==> src/rtl/estufa_multizona_if.sv <==
// Bundle of the multizone greenhouse controller's sensor, command and actuator signals.
// Pure wiring. It adds no latency.
// No backpressure. Every signal is a level that is sampled on every clock edge.
// Ports (grouped):
//   enable, sensors, fault_clr : controller inputs
//   heater, cooler, fault, level_out : controller outputs
interface estufa_multizona_if #(
  parameter int NZONES  = 2,
  parameter int NLEVELS = 4
);
  localparam int LW = $clog2(NLEVELS + 1);

  logic                        enable;
  logic [NZONES*NLEVELS-1:0]   sensors;
  logic [NZONES-1:0]           fault_clr;
  logic [NZONES-1:0]           heater;
  logic [NZONES-1:0]           cooler;
  logic [NZONES-1:0]           fault;
  logic [NZONES*LW-1:0]        level_out;

  // The master side drives the sensors and commands. The slave side is the controller.
  modport master (
    output enable, sensors, fault_clr,
    input  heater, cooler, fault, level_out
  );

  modport slave (
    input  enable, sensors, fault_clr,
    output heater, cooler, fault, level_out
  );
endinterface

==> src/rtl/estufa_multizona.sv <==
// Multizone greenhouse heater/cooler controller. It uses hysteresis, a minimum on-time,
// and a latched fault that is raised after a run of malformed thermometer codes.
// Latency: an input change reaches heater/cooler/fault/level_out after one clk_2 edge.
// Backpressure: none. Sensors are sampled every cycle, and the outputs are plain levels.
// Ports:
//   clk_2   : system clock
//   reset_n : asynchronous active-low reset. It clears every zone to IDLE.
//   bus     : slave side of estufa_multizona_if.
//             Inputs are enable, sensors and fault_clr.
//             Outputs are heater, cooler, fault and level_out.
module estufa_multizona #(
  parameter int NZONES       = 2,
  parameter int NLEVELS      = 4,
  parameter int LOW_LVL      = 1,
  parameter int HEAT_OFF_LVL = 2,
  parameter int HIGH_LVL     = 3,
  parameter int COOL_OFF_LVL = 2,
  parameter int MIN_ON       = 4,
  parameter int FAULT_CYC    = 3
) (
  input  logic               clk_2,
  input  logic               reset_n,
  estufa_multizona_if.slave  bus
);

  localparam int LW = $clog2(NLEVELS + 1);
  localparam int CW = (MIN_ON > 1) ? $clog2(MIN_ON) : 1;
  localparam int FW = $clog2(FAULT_CYC + 1);

  localparam logic [LW-1:0] LOW_L      = LW'(LOW_LVL);
  localparam logic [LW-1:0] HEAT_OFF_L = LW'(HEAT_OFF_LVL);
  localparam logic [LW-1:0] HIGH_L     = LW'(HIGH_LVL);
  localparam logic [LW-1:0] COOL_OFF_L = LW'(COOL_OFF_LVL);
  localparam logic [CW-1:0] ON_LOAD    = CW'(MIN_ON - 1);
  localparam logic [FW-1:0] INV_MAX    = FW'(FAULT_CYC);
  localparam logic [FW-1:0] INV_LAST   = FW'(FAULT_CYC - 1);

  // Elaboration-time sanity of the threshold ordering.
  if (!(LOW_LVL <= HEAT_OFF_LVL && HEAT_OFF_LVL <= HIGH_LVL)) begin : g_bad_heat_thr
    $error("estufa_multizona: need LOW_LVL <= HEAT_OFF_LVL <= HIGH_LVL");
  end
  if (!(COOL_OFF_LVL <= HIGH_LVL)) begin : g_bad_cool_thr
    $error("estufa_multizona: need COOL_OFF_LVL <= HIGH_LVL");
  end
  if (!(HIGH_LVL <= NLEVELS)) begin : g_bad_high_thr
    $error("estufa_multizona: need HIGH_LVL <= NLEVELS");
  end
  if (MIN_ON < 1 || FAULT_CYC < 1) begin : g_bad_counts
    $error("estufa_multizona: MIN_ON and FAULT_CYC must be >= 1");
  end

  typedef enum logic [1:0] {
    ST_IDLE  = 2'd0,
    ST_HEAT  = 2'd1,
    ST_COOL  = 2'd2,
    ST_FAULT = 2'd3
  } state_e;

  state_e        state_q   [NZONES];
  state_e        state_d   [NZONES];
  logic [CW-1:0] on_cnt_q  [NZONES];
  logic [CW-1:0] on_cnt_d  [NZONES];
  logic [FW-1:0] inv_cnt_q [NZONES];
  logic [FW-1:0] inv_cnt_d [NZONES];
  logic [LW-1:0] level_q   [NZONES];
  logic [LW-1:0] level_d   [NZONES];

  logic [NLEVELS-1:0] zone_code [NZONES];
  logic [LW-1:0]      code_lvl  [NZONES];
  logic [NZONES-1:0]  code_vld;

  // Decode each zone's thermometer code.
  // A 1 directly above a 0 makes the code invalid.
  always_comb begin
    for (int z = 0; z < NZONES; z++) begin
      zone_code[z] = bus.sensors[z*NLEVELS +: NLEVELS];
      code_lvl[z]  = '0;
      code_vld[z]  = 1'b1;
      for (int k = 0; k < NLEVELS; k++) begin
        code_lvl[z] = code_lvl[z] + LW'(zone_code[z][k]);
        if (k > 0) begin
          if (zone_code[z][k] && !zone_code[z][k-1]) begin
            code_vld[z] = 1'b0;
          end
        end
      end
    end
  end

  // State register plus per-zone counters and the held level.
  always_ff @(posedge clk_2 or negedge reset_n) begin
    if (!reset_n) begin
      for (int z = 0; z < NZONES; z++) begin
        state_q[z]   <= ST_IDLE;
        on_cnt_q[z]  <= '0;
        inv_cnt_q[z] <= '0;
        level_q[z]   <= '0;
      end
    end else begin
      state_q   <= state_d;
      on_cnt_q  <= on_cnt_d;
      inv_cnt_q <= inv_cnt_d;
      level_q   <= level_d;
    end
  end

  // Next-state logic, one independent FSM per zone.
  // The branch order encodes the priority: fault entry, fault exit, disable, hysteresis.
  always_comb begin
    for (int z = 0; z < NZONES; z++) begin
      state_d[z]   = state_q[z];
      on_cnt_d[z]  = on_cnt_q[z];
      inv_cnt_d[z] = inv_cnt_q[z];
      level_d[z]   = level_q[z];

      if (code_vld[z]) begin
        level_d[z]   = code_lvl[z];
        inv_cnt_d[z] = '0;
      end else if (inv_cnt_q[z] != INV_MAX) begin
        inv_cnt_d[z] = inv_cnt_q[z] + 1'b1;
      end

      // The min-on timer keeps running even while the zone holds on a bad code.
      if (on_cnt_q[z] != '0) begin
        on_cnt_d[z] = on_cnt_q[z] - 1'b1;
      end

      if (!code_vld[z] && state_q[z] != ST_FAULT && inv_cnt_q[z] == INV_LAST) begin
        state_d[z] = ST_FAULT;
      end else if (state_q[z] == ST_FAULT) begin
        if (bus.fault_clr[z] && code_vld[z]) begin
          state_d[z] = ST_IDLE;
        end
      end else if (!bus.enable) begin
        state_d[z] = ST_IDLE;
      end else if (code_vld[z]) begin
        unique case (state_q[z])
          ST_IDLE: begin
            if (code_lvl[z] < LOW_L) begin
              state_d[z]  = ST_HEAT;
              on_cnt_d[z] = ON_LOAD;
            end else if (code_lvl[z] >= HIGH_L) begin
              state_d[z]  = ST_COOL;
              on_cnt_d[z] = ON_LOAD;
            end
          end
          ST_HEAT: begin
            if (on_cnt_q[z] == '0 && code_lvl[z] >= HEAT_OFF_L) begin
              state_d[z] = ST_IDLE;
            end
          end
          ST_COOL: begin
            if (on_cnt_q[z] == '0 && code_lvl[z] < COOL_OFF_L) begin
              state_d[z] = ST_IDLE;
            end
          end
          default: state_d[z] = state_q[z];
        endcase
      end
    end
  end

  // Output decode. It uses registers only, so the outputs never glitch on sensor changes.
  always_comb begin
    bus.heater    = '0;
    bus.cooler    = '0;
    bus.fault     = '0;
    bus.level_out = '0;
    for (int z = 0; z < NZONES; z++) begin
      bus.heater[z]             = (state_q[z] == ST_HEAT);
      bus.cooler[z]             = (state_q[z] == ST_COOL);
      bus.fault[z]              = (state_q[z] == ST_FAULT);
      bus.level_out[z*LW +: LW] = level_q[z];
    end
  end

endmodule

==> src/flat_wrapper.sv <==
// flat-port wrapper written by rule: the top's interface ports become plain ports
module estufa_multizona_flat 
#(
  parameter int NZONES       = 2,
  parameter int NLEVELS      = 4,
  parameter int LOW_LVL      = 1,
  parameter int HEAT_OFF_LVL = 2,
  parameter int HIGH_LVL     = 3,
  parameter int COOL_OFF_LVL = 2,
  parameter int MIN_ON       = 4,
  parameter int FAULT_CYC    = 3
)
  (clk_2, reset_n, bus_enable, bus_sensors, bus_fault_clr, bus_heater, bus_cooler, bus_fault, bus_level_out);
  estufa_multizona_if #(.NZONES(NZONES), .NLEVELS(NLEVELS)) bus_i ();
  input  logic clk_2;
  input  logic reset_n;
  input wire logic [$bits(bus_i.enable)-1:0] bus_enable;
  input wire logic [$bits(bus_i.sensors)-1:0] bus_sensors;
  input wire logic [$bits(bus_i.fault_clr)-1:0] bus_fault_clr;
  output wire logic [$bits(bus_i.heater)-1:0] bus_heater;
  output wire logic [$bits(bus_i.cooler)-1:0] bus_cooler;
  output wire logic [$bits(bus_i.fault)-1:0] bus_fault;
  output wire logic [$bits(bus_i.level_out)-1:0] bus_level_out;
  assign bus_i.enable = bus_enable;
  assign bus_i.sensors = bus_sensors;
  assign bus_i.fault_clr = bus_fault_clr;
  assign bus_heater = bus_i.heater;
  assign bus_cooler = bus_i.cooler;
  assign bus_fault = bus_i.fault;
  assign bus_level_out = bus_i.level_out;
  estufa_multizona #(.NZONES(NZONES), .NLEVELS(NLEVELS), .LOW_LVL(LOW_LVL), .HEAT_OFF_LVL(HEAT_OFF_LVL), .HIGH_LVL(HIGH_LVL), .COOL_OFF_LVL(COOL_OFF_LVL), .MIN_ON(MIN_ON), .FAULT_CYC(FAULT_CYC)) u_core (.clk_2(clk_2), .reset_n(reset_n), .bus(bus_i));
endmodule
==> config.mk <==
export PLATFORM = sky130hd
export DESIGN_NAME = estufa_multizona_flat
export DESIGN_NICKNAME = d
export VERILOG_FILES = /design/src/rtl/estufa_multizona_if.sv /design/src/rtl/estufa_multizona.sv /design/src/flat_wrapper.sv
export SDC_FILE = /design/constraint.sdc
export NUM_CORES = 1
export LEC_CHECK = 0
export ABC_AREA = 0
export CORE_UTILIZATION = 25
export DETAILED_ROUTE_END_ITERATION = 6
export SYNTH_ARGS = -nofsm -noshare
export SYNTH_HDL_FRONTEND = slang
export SYNTH_SLANG_ARGS = --single-unit
==> constraint.sdc <==
create_clock -name clk_2 -period 3.9 [get_ports clk_2]
set_input_delay 0.39 -clock clk_2 [delete_from_list [all_inputs] [get_ports clk_2]]
set_output_delay 0.39 -clock clk_2 [all_outputs]
set_load 0.03 [all_outputs]
==> impl_metrics.tcl <==
set metrics [dict create \
    yosysTopAreaCell "dfrtp_1" \
    synth_top_family_by_area "adder cells" \
    rsz0062_at_grt "no" \
    hp-class "flop to flop" \
    holdBufCountCts 0 \
    grt.total_usage_pct 9.76 \
    synth_fp_nets 181 \
    ys_ff_latch 18 \
    setup_viol_count_final 0 \
    worstSetupPathType "input pin to flop" \
    critPathCaptureType "flop" \
    crit_required_ps 4040 \
    ant_nets 0 \
    yosysWarningCount 0 \
    finalWirelength_um 2530 \
    grt_pass1_wl_um 4660 \
    slew_headroom_pct 48.3 \
    slew_viol_final 0 \
    period_share_pct 75.7 \
    dp_hpwl_um 2070 \
    cts_resized 0 \
    grt-ovfl-total 0 \
    vdd_drop_max_mv 0.186 \
    synthCells 145 \
    drt-initial-drc-count 28 \
    worst_slew_pin_slew_ps 773 \
    mostFrequentLayoutCells "clkdlybuf4s50_1, ha_1, inv_1" \
    insertedDiodeCount 0 \
    postCtsSetupBuffers 0 \
    yosysSeqAreaShare_pct 32.9 \
    cts-root-buf "clkbuf_8" \
    synthMuxAreaShare_pct 4.94 \
    syn_to_final_growth_pct 27.1 \
    yosysUniqueCellTypes 35 \
    coreArea_um2 5200 \
    leakagePower_nw 0.835 \
    grt_pass1_vias 1055 \
    die_y_um 76.0 \
    drc 0 \
    clk_latency_ps 250 \
    cts_inserted_buffers 3 \
    rows 26 \
    synthTopCellsByArea "dfrtp_1, ha_1, inv_1, nor2b_1, nand2_1" \
    fill_cells 555 \
    grt_start_max_net_pins 19 \
    gp_congestion 0.751 \
    fin_nets 209 \
    routed-via-count 1044 \
    critical_path_arrival_ps 3090 \
    run_status "completed" \
    pin_count 25 \
    clkTransAtPathRegs_ps 70 \
    clock_path_buffers 2 \
    first_pass_iters 4 \
    drive_gt1_share_pct 7.56 \
    netlist_area_um2 1370 \
    tns_ps 0 \
    tritoncts "done" \
    clock-sinks 18 \
    yosys.area.top_type_share_pct 32.9 \
    hold_viol 0 \
    synth_compound_area_share_pct 11.8 \
    die_area_um2 5780 \
    vias_per_cell 4.31 \
    start_util_pct 26.3 \
    final_common_cell "clkdlybuf4s50_1" \
    synthAdderAreaFrac_pct 22.1 \
    synth.avg_cell_area_um2 9.44 \
    critPathMaxFanout 3 \
    power_density_nw_per_um2 545 \
    total_power_mw 0.948 \
    ctsHtreeMaxLevel 1 \
    dieWidth_um 76.0 \
    wire_per_inst_um 10.5 \
    drv_cap 0 \
    io_buffers 24 \
    startpoint_type "input pin" \
    antenna_found_initial 0 \
    synthSimpleGateAreaFrac_pct 20.7 \
    synth_xor_area_share_pct 1.28 \
    timing.fmax_ghz 0.339 \
    min_period_ps 2950 \
    skew_ps 1.85 \
]
worst max-delay path: stages:
cell and delay, ps:
clkdlybuf4s50_1 470, ha_1 300, inv_1 40, fa_1 400
ha_1 310, a221oi_1 470, a21oi_1 130, o22ai_1 230
mux2_1 350
registers in the layout, indices dropped and copies added (netlist names):
| register | count |
|---|---|
| u_core.bus.level_out | 6 |
| u_core.inv_cnt_q | 4 |
| u_core.on_cnt_q | 4 |
| u_core.state_q | 4 |
kinds of logic after synthesis:
| family | Yosys count |
|---|---|
| and+or+nand+nor | 50 |
| AOI/OAI and AO/OA | 25 |
| adders and majority gates | 23 |
| buffers and inverters | 21 |
| DFF | 18 |
| muxes | 6 |
| xor gates and xnor gates | 2 |
layer usage:
metal  global-route usage [%]  wire length (um)  vias up
li1                         -                 -      538
met1                     13.3              1310      486
met2                     15.4              1090       18
met3                     2.99               112        2
met4                     1.73                14        0
met5                        0                 0        -
stage by stage:
step	hold slack (ps)	utilization [%]	std cells	worst slack, ps	area (um2)
2_1_floorplan	94.4	-	145	1380	1370
3_3_place_gp	466	32.4	238	735	1690
3_5_place_dp	463	32.4	238	677	1690
4_1_cts	480	33.4	242	946	1740
5_1_grt	501	33.4	242	767	1740
6_report	475	33.4	242	946	1740
worst paths after layout:
path	slack, ps	to	depth (start not counted)	from
max in group asynchronous	2830	u_core.bus.level_out[0]	1	reset_n
setup / recovery	950	u_core.state_q[3]	9	bus_sensors[1]
hold / removal	480	u_core.bus.level_out[4]	2	u_core.bus.level_out[4]
hold reg to reg	480	u_core.bus.level_out[4]	2	u_core.bus.level_out[4]
setup reg to reg	1890	u_core.state_q[1]	7	u_core.state_q[1]
min in group asynchronous	590	u_core.bus.level_out[3]	1	reset_n
cell type report:
class | instances | area, um2 | share of cell area [%]
multi-input combinational | 106 | 832 | 47.8
inverter | 20 | 75.1 | 4.31
tap | 70 | 87.6 | 5.03
sequential | 18 | 450 | 25.9
timing repair buffer | 24 | 240 | 13.8
clock buffer | 4 | 55.1 | 3.16
cell usage after synthesis (all sizes together):
master and count:
a2111oi 1, a211oi 1, a21o 1, a21oi 8, a221oi 1, and2 3, buf 1, dfrtp 18
fa 2, ha 21, inv 20, mux2 6, nand2 18, nand2b 1, nand3 2, nand4 1
nor2 5, nor2b 12, nor3 2, nor3b 1, nor4b 1, nor4bb 1, o211a 1, o21ai 5
o22a 1, o22ai 1, o31ai 4, o32ai 1, or3 2, or3b 1, xnor2 1, xor2 1
where the power goes:
group	switching (mW)	leakage (nW)	internal [mW]
registers	0.0484	0.233	0.244
clock network	0.0593	0.0288	0.0896
logic	0.270	0.573	0.237
Note: power is estimated with default switching activity, not from simulation.
